$ cat config.mk
export PLATFORM = sky130hd
export DESIGN_NAME = mips_id_ex_stage
export DESIGN_NICKNAME = d
export VERILOG_FILES = /design/src/rtl/mips_pkg.sv /design/src/rtl/mips_fwd_mux.sv /design/src/rtl/mips_id_ex_stage.sv
export SDC_FILE = /design/constraint.sdc
export NUM_CORES = 1
export LEC_CHECK = 0
export CORE_MARGIN = 2
export CORE_UTILIZATION = 25
export CTS_CLUSTER_DIAMETER = 120
export CTS_CLUSTER_SIZE = 25
export DETAILED_ROUTE_END_ITERATION = 10
export GPL_TIMING_DRIVEN = 0
export PLACE_DENSITY = 0.53
export SYNTH_ARGS = -nofsm -noshare
export SYNTH_HDL_FRONTEND = slang
export SYNTH_SLANG_ARGS = --single-unit
$ cat constraint.sdc
create_clock -name clk -period 3 [get_ports clk]
set_input_delay 0.9 -clock clk [delete_from_list [all_inputs] [get_ports clk]]
set_output_delay 0.9 -clock clk [all_outputs]
set_load 0.05 [all_outputs]
$ cat src/rtl/mips_pkg.sv
// Shared MIPS constants: ALU control codes, opcodes and R-type funct values.
package mips_pkg;

    typedef enum logic [3:0] {
        ALU_AND = 4'd0,
        ALU_OR  = 4'd1,
        ALU_ADD = 4'd2,
        ALU_SUB = 4'd6,
        ALU_SLT = 4'd7,
        ALU_SLL = 4'd10,
        ALU_SRL = 4'd11,
        ALU_NOR = 4'd12,
        ALU_NOP = 4'd15
    } alu_ctrl_e;

    localparam logic [5:0] OP_RTYPE = 6'h00;
    localparam logic [5:0] OP_ADDI  = 6'h08;
    localparam logic [5:0] OP_SLTI  = 6'h0A;
    localparam logic [5:0] OP_ANDI  = 6'h0C;
    localparam logic [5:0] OP_ORI   = 6'h0D;

    localparam logic [5:0] FN_SLL  = 6'h00;
    localparam logic [5:0] FN_SRL  = 6'h02;
    localparam logic [5:0] FN_ADD  = 6'h20;
    localparam logic [5:0] FN_ADDU = 6'h21;
    localparam logic [5:0] FN_SUB  = 6'h22;
    localparam logic [5:0] FN_SUBU = 6'h23;
    localparam logic [5:0] FN_AND  = 6'h24;
    localparam logic [5:0] FN_OR   = 6'h25;
    localparam logic [5:0] FN_NOR  = 6'h27;
    localparam logic [5:0] FN_SLT  = 6'h2A;

endpackage

$ cat src/rtl/mips_fwd_mux.sv
// Three-way operand forwarding select: EX/MEM, then MEM/WB, then the fallback value.
module mips_fwd_mux #(
    parameter int DATA_W = 32,
    parameter int REG_AW = 5
) (
    input  logic [REG_AW-1:0] idx,
    input  logic [DATA_W-1:0] reg_data,
    input  logic              mem_we,
    input  logic [REG_AW-1:0] mem_rd,
    input  logic [DATA_W-1:0] mem_data,
    input  logic              wb_we,
    input  logic [REG_AW-1:0] wb_rd,
    input  logic [DATA_W-1:0] wb_data,
    output logic [DATA_W-1:0] data
);
    import mips_pkg::*;

    logic mem_hit;
    logic wb_hit;

    assign mem_hit = mem_we && (mem_rd == idx) && (idx != '0);
    assign wb_hit  = wb_we  && (wb_rd  == idx) && (idx != '0);

    always_comb begin
        data = reg_data;
        if (mem_hit)
            data = mem_data;
        else if (wb_hit)
            data = wb_data;
    end

endmodule

$ cat src/rtl/mips_id_ex_stage.sv
// ID/EX pipeline register: decodes to ALU control, selects/forwards operands and
// holds one instruction behind a valid/ready handshake feeding mips_alu directly.
module mips_id_ex_stage #(
    parameter int DATA_W = 32,
    parameter int REG_AW = 5
) (
    input  logic              clk,
    input  logic              rst,
    input  logic              in_valid,
    output logic              in_ready,
    input  logic [5:0]        opcode,
    input  logic [5:0]        funct,
    input  logic [REG_AW-1:0] rs_idx,
    input  logic [REG_AW-1:0] rt_idx,
    input  logic [REG_AW-1:0] rd_idx,
    input  logic [4:0]        shamt_in,
    input  logic [15:0]       imm16,
    input  logic [DATA_W-1:0] rs_data,
    input  logic [DATA_W-1:0] rt_data,
    input  logic              fwd_mem_we,
    input  logic [REG_AW-1:0] fwd_mem_rd,
    input  logic [DATA_W-1:0] fwd_mem_data,
    input  logic              fwd_wb_we,
    input  logic [REG_AW-1:0] fwd_wb_rd,
    input  logic [DATA_W-1:0] fwd_wb_data,
    input  logic              flush,
    output logic              ex_valid,
    input  logic              ex_ready,
    output logic [3:0]        alu_ctrl,
    output logic [DATA_W-1:0] alu_a,
    output logic [DATA_W-1:0] alu_b,
    output logic [4:0]        alu_shamt,
    output logic [REG_AW-1:0] ex_rd,
    output logic              ex_we,
    output logic              illegal
);
    import mips_pkg::*;

    logic [REG_AW-1:0] rs_q;
    logic [REG_AW-1:0] rt_q;
    logic              b_is_reg_q;

    logic              accept;
    logic              hold;

    alu_ctrl_e         dec_ctrl;
    logic              dec_legal;
    logic              dec_b_reg;
    logic              dec_sext;
    logic              dec_shift;
    logic [REG_AW-1:0] dec_dest;
    logic [DATA_W-1:0] imm_ext;

    logic [REG_AW-1:0] a_idx;
    logic [REG_AW-1:0] b_idx;
    logic [DATA_W-1:0] a_base;
    logic [DATA_W-1:0] b_base;
    logic [DATA_W-1:0] a_fwd;
    logic [DATA_W-1:0] b_fwd;

    assign in_ready = !ex_valid || ex_ready;
    assign accept   = in_valid && in_ready;
    assign hold     = ex_valid && !ex_ready;

    always_comb begin
        dec_ctrl  = ALU_NOP;
        dec_legal = 1'b0;
        dec_b_reg = 1'b1;
        dec_sext  = 1'b0;
        dec_shift = 1'b0;
        if (opcode == OP_RTYPE) begin
            dec_legal = 1'b1;
            case (funct)
                FN_AND:           dec_ctrl = ALU_AND;
                FN_OR:            dec_ctrl = ALU_OR;
                FN_ADD, FN_ADDU:  dec_ctrl = ALU_ADD;
                FN_SUB, FN_SUBU:  dec_ctrl = ALU_SUB;
                FN_SLT:           dec_ctrl = ALU_SLT;
                FN_NOR:           dec_ctrl = ALU_NOR;
                FN_SLL: begin
                    dec_ctrl  = ALU_SLL;
                    dec_shift = 1'b1;
                end
                FN_SRL: begin
                    dec_ctrl  = ALU_SRL;
                    dec_shift = 1'b1;
                end
                default:          dec_legal = 1'b0;
            endcase
        end else begin
            dec_legal = 1'b1;
            dec_b_reg = 1'b0;
            case (opcode)
                OP_ADDI: begin
                    dec_ctrl = ALU_ADD;
                    dec_sext = 1'b1;
                end
                OP_SLTI: begin
                    dec_ctrl = ALU_SLT;
                    dec_sext = 1'b1;
                end
                OP_ANDI:  dec_ctrl = ALU_AND;
                OP_ORI:   dec_ctrl = ALU_OR;
                default: begin
                    dec_legal = 1'b0;
                    dec_b_reg = 1'b1;
                end
            endcase
        end
    end

    assign dec_dest = (opcode == OP_RTYPE) ? rd_idx : rt_idx;
    assign imm_ext  = dec_sext ? {{(DATA_W-16){imm16[15]}}, imm16}
                               : {{(DATA_W-16){1'b0}}, imm16};

    // While holding, the same muxes re-forward the held operands against the stored indices.
    assign a_idx  = hold ? rs_q  : rs_idx;
    assign b_idx  = hold ? rt_q  : rt_idx;
    assign a_base = hold ? alu_a : rs_data;
    assign b_base = hold ? alu_b : rt_data;

    mips_fwd_mux #(.DATA_W(DATA_W), .REG_AW(REG_AW)) u_fwd_a (
        .idx      (a_idx),
        .reg_data (a_base),
        .mem_we   (fwd_mem_we),
        .mem_rd   (fwd_mem_rd),
        .mem_data (fwd_mem_data),
        .wb_we    (fwd_wb_we),
        .wb_rd    (fwd_wb_rd),
        .wb_data  (fwd_wb_data),
        .data     (a_fwd)
    );

    mips_fwd_mux #(.DATA_W(DATA_W), .REG_AW(REG_AW)) u_fwd_b (
        .idx      (b_idx),
        .reg_data (b_base),
        .mem_we   (fwd_mem_we),
        .mem_rd   (fwd_mem_rd),
        .mem_data (fwd_mem_data),
        .wb_we    (fwd_wb_we),
        .wb_rd    (fwd_wb_rd),
        .wb_data  (fwd_wb_data),
        .data     (b_fwd)
    );

    always_ff @(posedge clk) begin
        if (rst) begin
            ex_valid   <= 1'b0;
            alu_ctrl   <= ALU_NOP;
            alu_a      <= '0;
            alu_b      <= '0;
            alu_shamt  <= '0;
            ex_rd      <= '0;
            ex_we      <= 1'b0;
            illegal    <= 1'b0;
            rs_q       <= '0;
            rt_q       <= '0;
            b_is_reg_q <= 1'b0;
        end else if (flush) begin
            ex_valid <= 1'b0;
        end else if (accept) begin
            ex_valid   <= 1'b1;
            alu_ctrl   <= dec_ctrl;
            alu_a      <= a_fwd;
            alu_b      <= dec_b_reg ? b_fwd : imm_ext;
            alu_shamt  <= dec_shift ? shamt_in : 5'd0;
            ex_rd      <= dec_dest;
            ex_we      <= dec_legal && (dec_dest != '0);
            rs_q       <= rs_idx;
            rt_q       <= rt_idx;
            b_is_reg_q <= dec_b_reg;
            if (!dec_legal)
                illegal <= 1'b1;
        end else if (ex_valid && ex_ready) begin
            ex_valid <= 1'b0;
        end else if (hold) begin
            alu_a <= a_fwd;
            if (b_is_reg_q)
                alu_b <= b_fwd;
        end
    end

endmodule

After elaboration in Yosys (flattened, before gate mapping). Index checks and enable logic that the tools add are counted.

Register bits: 92. Bits of input ports: 193. Output and inout port bits: 82.

Equality and inequality tests: 18. Reduce and logical (&&, ||, !) cells: 34. Mux-type cells: 33. Bitwise gates (word level): 2.

Operators with widths (number): $mux 32 (15); $eq 6x6->1 const B (8); $pmux 4 s8 (1); $eq 6x4->1 const B (4); $eq 5x5->1 (4); $mux 5 (4); $pmux 4 s4 (1); $reduce_bool 5->1 (3); $logic_and 1x1->1 (12); $logic_not 6->1 (2); $mux 1 (11); $reduce_or 10->1 (1); $reduce_or 2->1 (5); $eq 6x2->1 const B (1); $reduce_and 3->1 (2); $reduce_bool 2->1 (3); $mux 4 (1); $reduce_and 4->1 (1); $reduce_or 4->1 (1); $logic_not 1->1 (2); $ne 2x2->1 const B (1); $not 1->1 (2); $reduce_and 2->1 (1); $logic_or 1x1->1 (1).

Longest topological paths before layout. Gate-level depths: netlist of run 1.

Word-level depth: 12. Gate-level depth with buffers: 12.

Modules after synthesis. A second synthesis of run 1 with hierarchy kept.

Cells, all modules: 1085. Area, all modules: 6932.9 um^2.

Modules (own cells, without submodules): mips_id_ex_stage (cells each 689, times used 1, area an instance 4725.8 um^2); mips_fwd_mux (cells each 198, times used 2, area an instance 1103.6 um^2).

Least setup slack after synthesis of run 1. Ideal clock, no wire load.

Kind: in2out. Start point: input port ex_ready. End point: output port in_ready. Setup slack: -0.150 ns. Arrival time: 2.250 ns. Path buffers: 4. Stages on the path: 6. Cells stage by stage: nor2b_2 inv_2 buf_6 buf_4 clkbuf_1 clkbuf_1.

Cells in the longest elaborated chain, start to end: 1.

Ends and longest elaborated chain: from (decl) (line mips_id_ex_stage.sv:28) `input logic ex_ready,`; $logic_or 1x1->1 (line mips_id_ex_stage.sv:61) `assign in_ready = !ex_valid || ex_ready;`; to (decl) (line mips_id_ex_stage.sv:10) `output logic in_ready,`.

No other way between the ends.

Final worst setup path of run 1.
Start point: input port ex_ready. End point: register alu_b[9].

Cells in the longest elaborated chain, start to end: 12. Elaborated cells on any way between the ends: 25. Classes of those cells: eq/ne (3); mux (9); reduce/logical (13).

Ends and longest elaborated chain: $logic_not 1->1 (line mips_id_ex_stage.sv:63) `assign hold = ex_valid && !ex_ready;`; $logic_and 1x1->1 (line mips_id_ex_stage.sv:63); $mux 5 (line mips_id_ex_stage.sv:118) `assign b_idx = hold ? rt_q : rt_idx;`; $eq 5x5->1 (line mips_fwd_mux.sv:22) `assign wb_hit = wb_we && (wb_rd == idx) && (idx != '0);`; $logic_and 1x1->1 (2 in series) (line mips_fwd_mux.sv:22); $mux 32 (line mips_fwd_mux.sv:28) `else if (wb_hit)`; $mux 32 (line mips_fwd_mux.sv:26) `if (mem_hit)`; $mux 32 (line mips_id_ex_stage.sv:178) `if (b_is_reg_q)`; $mux 32 (line mips_id_ex_stage.sv:176) `end else if (hold) begin`; $mux 32 (line mips_id_ex_stage.sv:174) `end else if (ex_valid && ex_ready) begin`; $mux 32 (line mips_id_ex_stage.sv:161) `end else if (accept) begin`; to (signal assigned) (line mips_id_ex_stage.sv:165) `alu_b <= dec_b_reg ? b_fwd : imm_ext;`; to (signal assigned) (line mips_id_ex_stage.sv:179) `alu_b <= b_fwd;`; to (decl) (line mips_id_ex_stage.sv:31) `output logic [DATA_W-1:0] alu_b,`.

Several ways; a longest one is shown, not always the timed one. The select of a mux whose other input is x is not followed. A chain may end at the register's enable or synchronous reset.

==> results_dict.tcl, run 1 <==
set metrics [dict create \
    status "finished clean" \
    root_buffer "clkbuf_16" \
    final-setup-viol-count 0 \
    holdPathEnd "ex_we" \
    rsz0062_at_grt "true" \
    grt_max_degree 19 \
    grt_first_pass_wirelength_um 39960 \
    vias 6727 \
    synth_compound_area_share_pct 25.55 \
    crit_slowest_cell "a2111oi_2" \
    via_per_inst 4.998 \
    fin_setup_tns_ns 0 \
    yosysSeqAreaShare_pct 32.59 \
    ys_warn_count 0 \
    dp_cells 1310 \
    slew_viol_final 0 \
    final_cells 1346 \
    async_flop_share_pct 0 \
    synth_top_family_by_area "compound AO/OA/AOI/OAI gates" \
    die_w_um 154.4 \
    tritoncts "built" \
    gp_congestion 0.8441 \
    reg2reg_slack_ns 0.43 \
    clock_path_buffers 2 \
    clk_pin_slew_ns 0.07 \
    grt.overflow.total 0 \
    synth_area_per_cell_um2 7.526 \
    crit_path_start_kind "input pin" \
    routed_wl_um 26180 \
    synthCells 751 \
    ir_drop_mv 0.2498 \
    grtUsageTotal_pct 21.52 \
    design.portCount 275 \
    synth.area.mux_share_pct 7.970 \
    synth_seq_cells 92 \
    hold_depth 2 \
    dr.pass1.iters 4 \
    setup.worst_path.start "ex_ready" \
    syn_nets 944 \
    crit_buf_inv 5 \
    worst_setup_path_end_kind "register" \
    crit_arrival_ns 3.18 \
    reg2reg_to "alu_b[9]" \
    post_drt_wl_per_cell_um 19.45 \
    crit_path_max_fanout 10 \
    maxCapViolations 0 \
    dieArea_um2 23830 \
    synth_edf_count 0 \
    reg2reg_depth 11 \
    synth_cell_types 57 \
    synth_xor_area_share_pct 2.480 \
    tightest_slew_ns 0.5975 \
    hold_buffers 0 \
    cp.depth 12 \
    fmax_mhz 341.3 \
    core_area_um2 22430 \
    drive_gt1_share_pct 11.69 \
    fin_nets 1249 \
    die_y_um 154.4 \
    initial_core_util_pct 25.19 \
    hold_class "register to register" \
    synth_top_flop_cell "dfxtp_1" \
    dr.first_iter.drc_count 316 \
    yosys.area_share.simple_pct 24.46 \
    htree_levels 3 \
    crit_chain "dlygate4sd2_1, nor2b_2, inv_2, bufbuf_16, a2111oi_2, nor2_1, nor4_4, buf_6, nor2_4, buf_8, a21boi_2, o41ai_2" \
    hold_viol 0 \
    cp_top_family "buffers and inverters" \
    cts_made_buffers 9 \
    cts.sinks 92 \
    antenna_found_initial 0 \
    min_period_over_period_pct 97.65 \
    port-buffer-count 274 \
    cp_data_required_time_ns 3.25 \
    drc 0 \
    p_total_mw 3.890 \
    ant_nets 0 \
    min_from "ex_we" \
    grt_pass1_vias 6727 \
    worst_hold_slack_ns 0.4716 \
    crit_type "input pin to register" \
    synthAdderAreaFrac_pct 0 \
    max-slew-margin-rel_pct 60.17 \
    insertion_delay_ns 0.35 \
    syn2layout_area_growth_pct 71.26 \
    dp_hpwl_um 19560 \
    synth_area_um2 5652 \
    num_antenna_cells 0 \
    rows 55 \
    slowest_delay_ns 0.35 \
    powerDensity_nw_per_um2 401.8 \
    reg2reg_from "ex_valid" \
    final.min_clock_period_ns 2.930 \
    skew_ns 0.007606 \
    leakage_nw 3.864 \
    fin_util_pct 43.15 \
]
==> worst reg2reg max path, delay by kind of cell (launching register included) <==
family          cells  cell delay (ns)
simple gates        4             0.55
compound gates      3             0.84
flops               1             0.39
buf+inv             4             0.68
==> through the flow <==
| stage | worst slack [ns] | area (µm²) |
|---|---|---|
| 4_1_cts | 0.003729 | 9470 |
| 2_1_floorplan | 0.1076 | 5653 |
| 3_3_place_gp | -1.570 | 8752 |
| 3_5_place_dp | -1.564 | 8752 |
| 5_1_grt | -0.02612 | 9679 |
| 6_report | 0.07036 | 9679 |
==> cell type report <==
type	instances	area, µm²
inverter	43	161.4
multi-input combinational	564	3638
timing repair buffer	296	2957
tap	285	356.6
sequential	92	1842
buffer	50	377.9
clock inverter	7	121.4
fill	2288	12750
clock buffer	9	225.2
==> where the power goes <==
part | switching (mW) | internal (mW) | leakage, nW | total [mW]
Sequential | 0.0528 | 1.29 | 0.754 | 1.35
Clock | 0.550 | 0.822 | 0.170 | 1.37
Combinational | 0.640 | 0.530 | 2.94 | 1.17
Total | 1.24 | 2.65 | 3.86 | 3.89
==> synthesized netlist by cell type, types with 15 or more instances <==
master    instances  area [µm²]
o22ai_1          34       212.7
nor3_1           15       75.07
or3_1            32       200.2
inv_1            42       157.7
buf_2            19       95.09
nor2_1          142       533.0
mux2i_1          45       450.4
a21oi_1          36       180.2
nand2_1          81       304.0
o221ai_1         45       394.1
dfxtp_1          92        1842
clkbuf_1         29       108.9
==> repair_timing <==
item	CTS	global route
pin swaps	9	17
setup buffers	13	8
gates cloned	1	0
setup endpoints to repair	65	63
resized for setup	80	46
==> worst max-delay path by stage <==
stage                endpoint  slack, ns
CTS                  alu_b[8]      0.004
detailed placement   in_ready      -1.56
global placement     in_ready      -1.57
global route        alu_a[26]      -0.03
finish               alu_b[9]       0.07
floorplan            in_ready       0.11
==> cells by family after synthesis <==
| group | count (synthesis) |
|---|---|
| AO/OA/AOI/OAI | 195 |
| multiplexers | 45 |
| AND/OR/NAND/NOR | 308 |
| flip-flops | 92 |
| buffers and inverters | 95 |
| XOR/XNOR | 16 |
==> flip-flops by register name (all words and copies together) (netlist names) <==
| name | flops |
|---|---|
| rt_q | 5 |
| b_is_reg_q | 1 |
| ex_we | 1 |
| ex_valid | 1 |
| alu_ctrl | 4 |
| rs_q | 5 |
| illegal | 1 |
| alu_b | 32 |
| alu_shamt | 5 |
| ex_rd | 5 |
| alu_a | 32 |
==> placed cells by master, fill, tap and decap left out, types with 8 or more instances in the layout <==
cell type / count
o41ai_2: 8
buf_4: 29
clkbuf_1: 14
nor2_1: 140
o22ai_1: 31
or3_1: 31
nand2_1: 79
clkdlybuf4s50_1: 263
a21oi_1: 31
o21ai_0: 12
o221ai_1: 44
mux2i_1: 44
dfxtp_1: 92
o41ai_1: 8
nand3_1: 8
nor3_1: 15
a21boi_1: 10
clkbuf_16: 10
xnor2_1: 9
inv_1: 42
==> metal layers <==
layer	part of all wire (%)	GRT usage, %
met4	2.5	7.275
met1	45	28.37
met3	6.4	4.371
met5	0	0
met2	46	35.19
Power figures use the tool's default switching activity.
==> inputs of run 2 (changes only) <==
--- a/config.mk
+++ b/config.mk
@@ -5,6 +5,7 @@
 export SDC_FILE = /design/constraint.sdc
 export NUM_CORES = 1
 export LEC_CHECK = 0
+export CAP_MARGIN = 20
 export CORE_MARGIN = 2
 export CORE_UTILIZATION = 25
 export CTS_CLUSTER_DIAMETER = 120
==> results of run 2 <==
The final DEF is identical to that of run 1; final timing and power are the same.
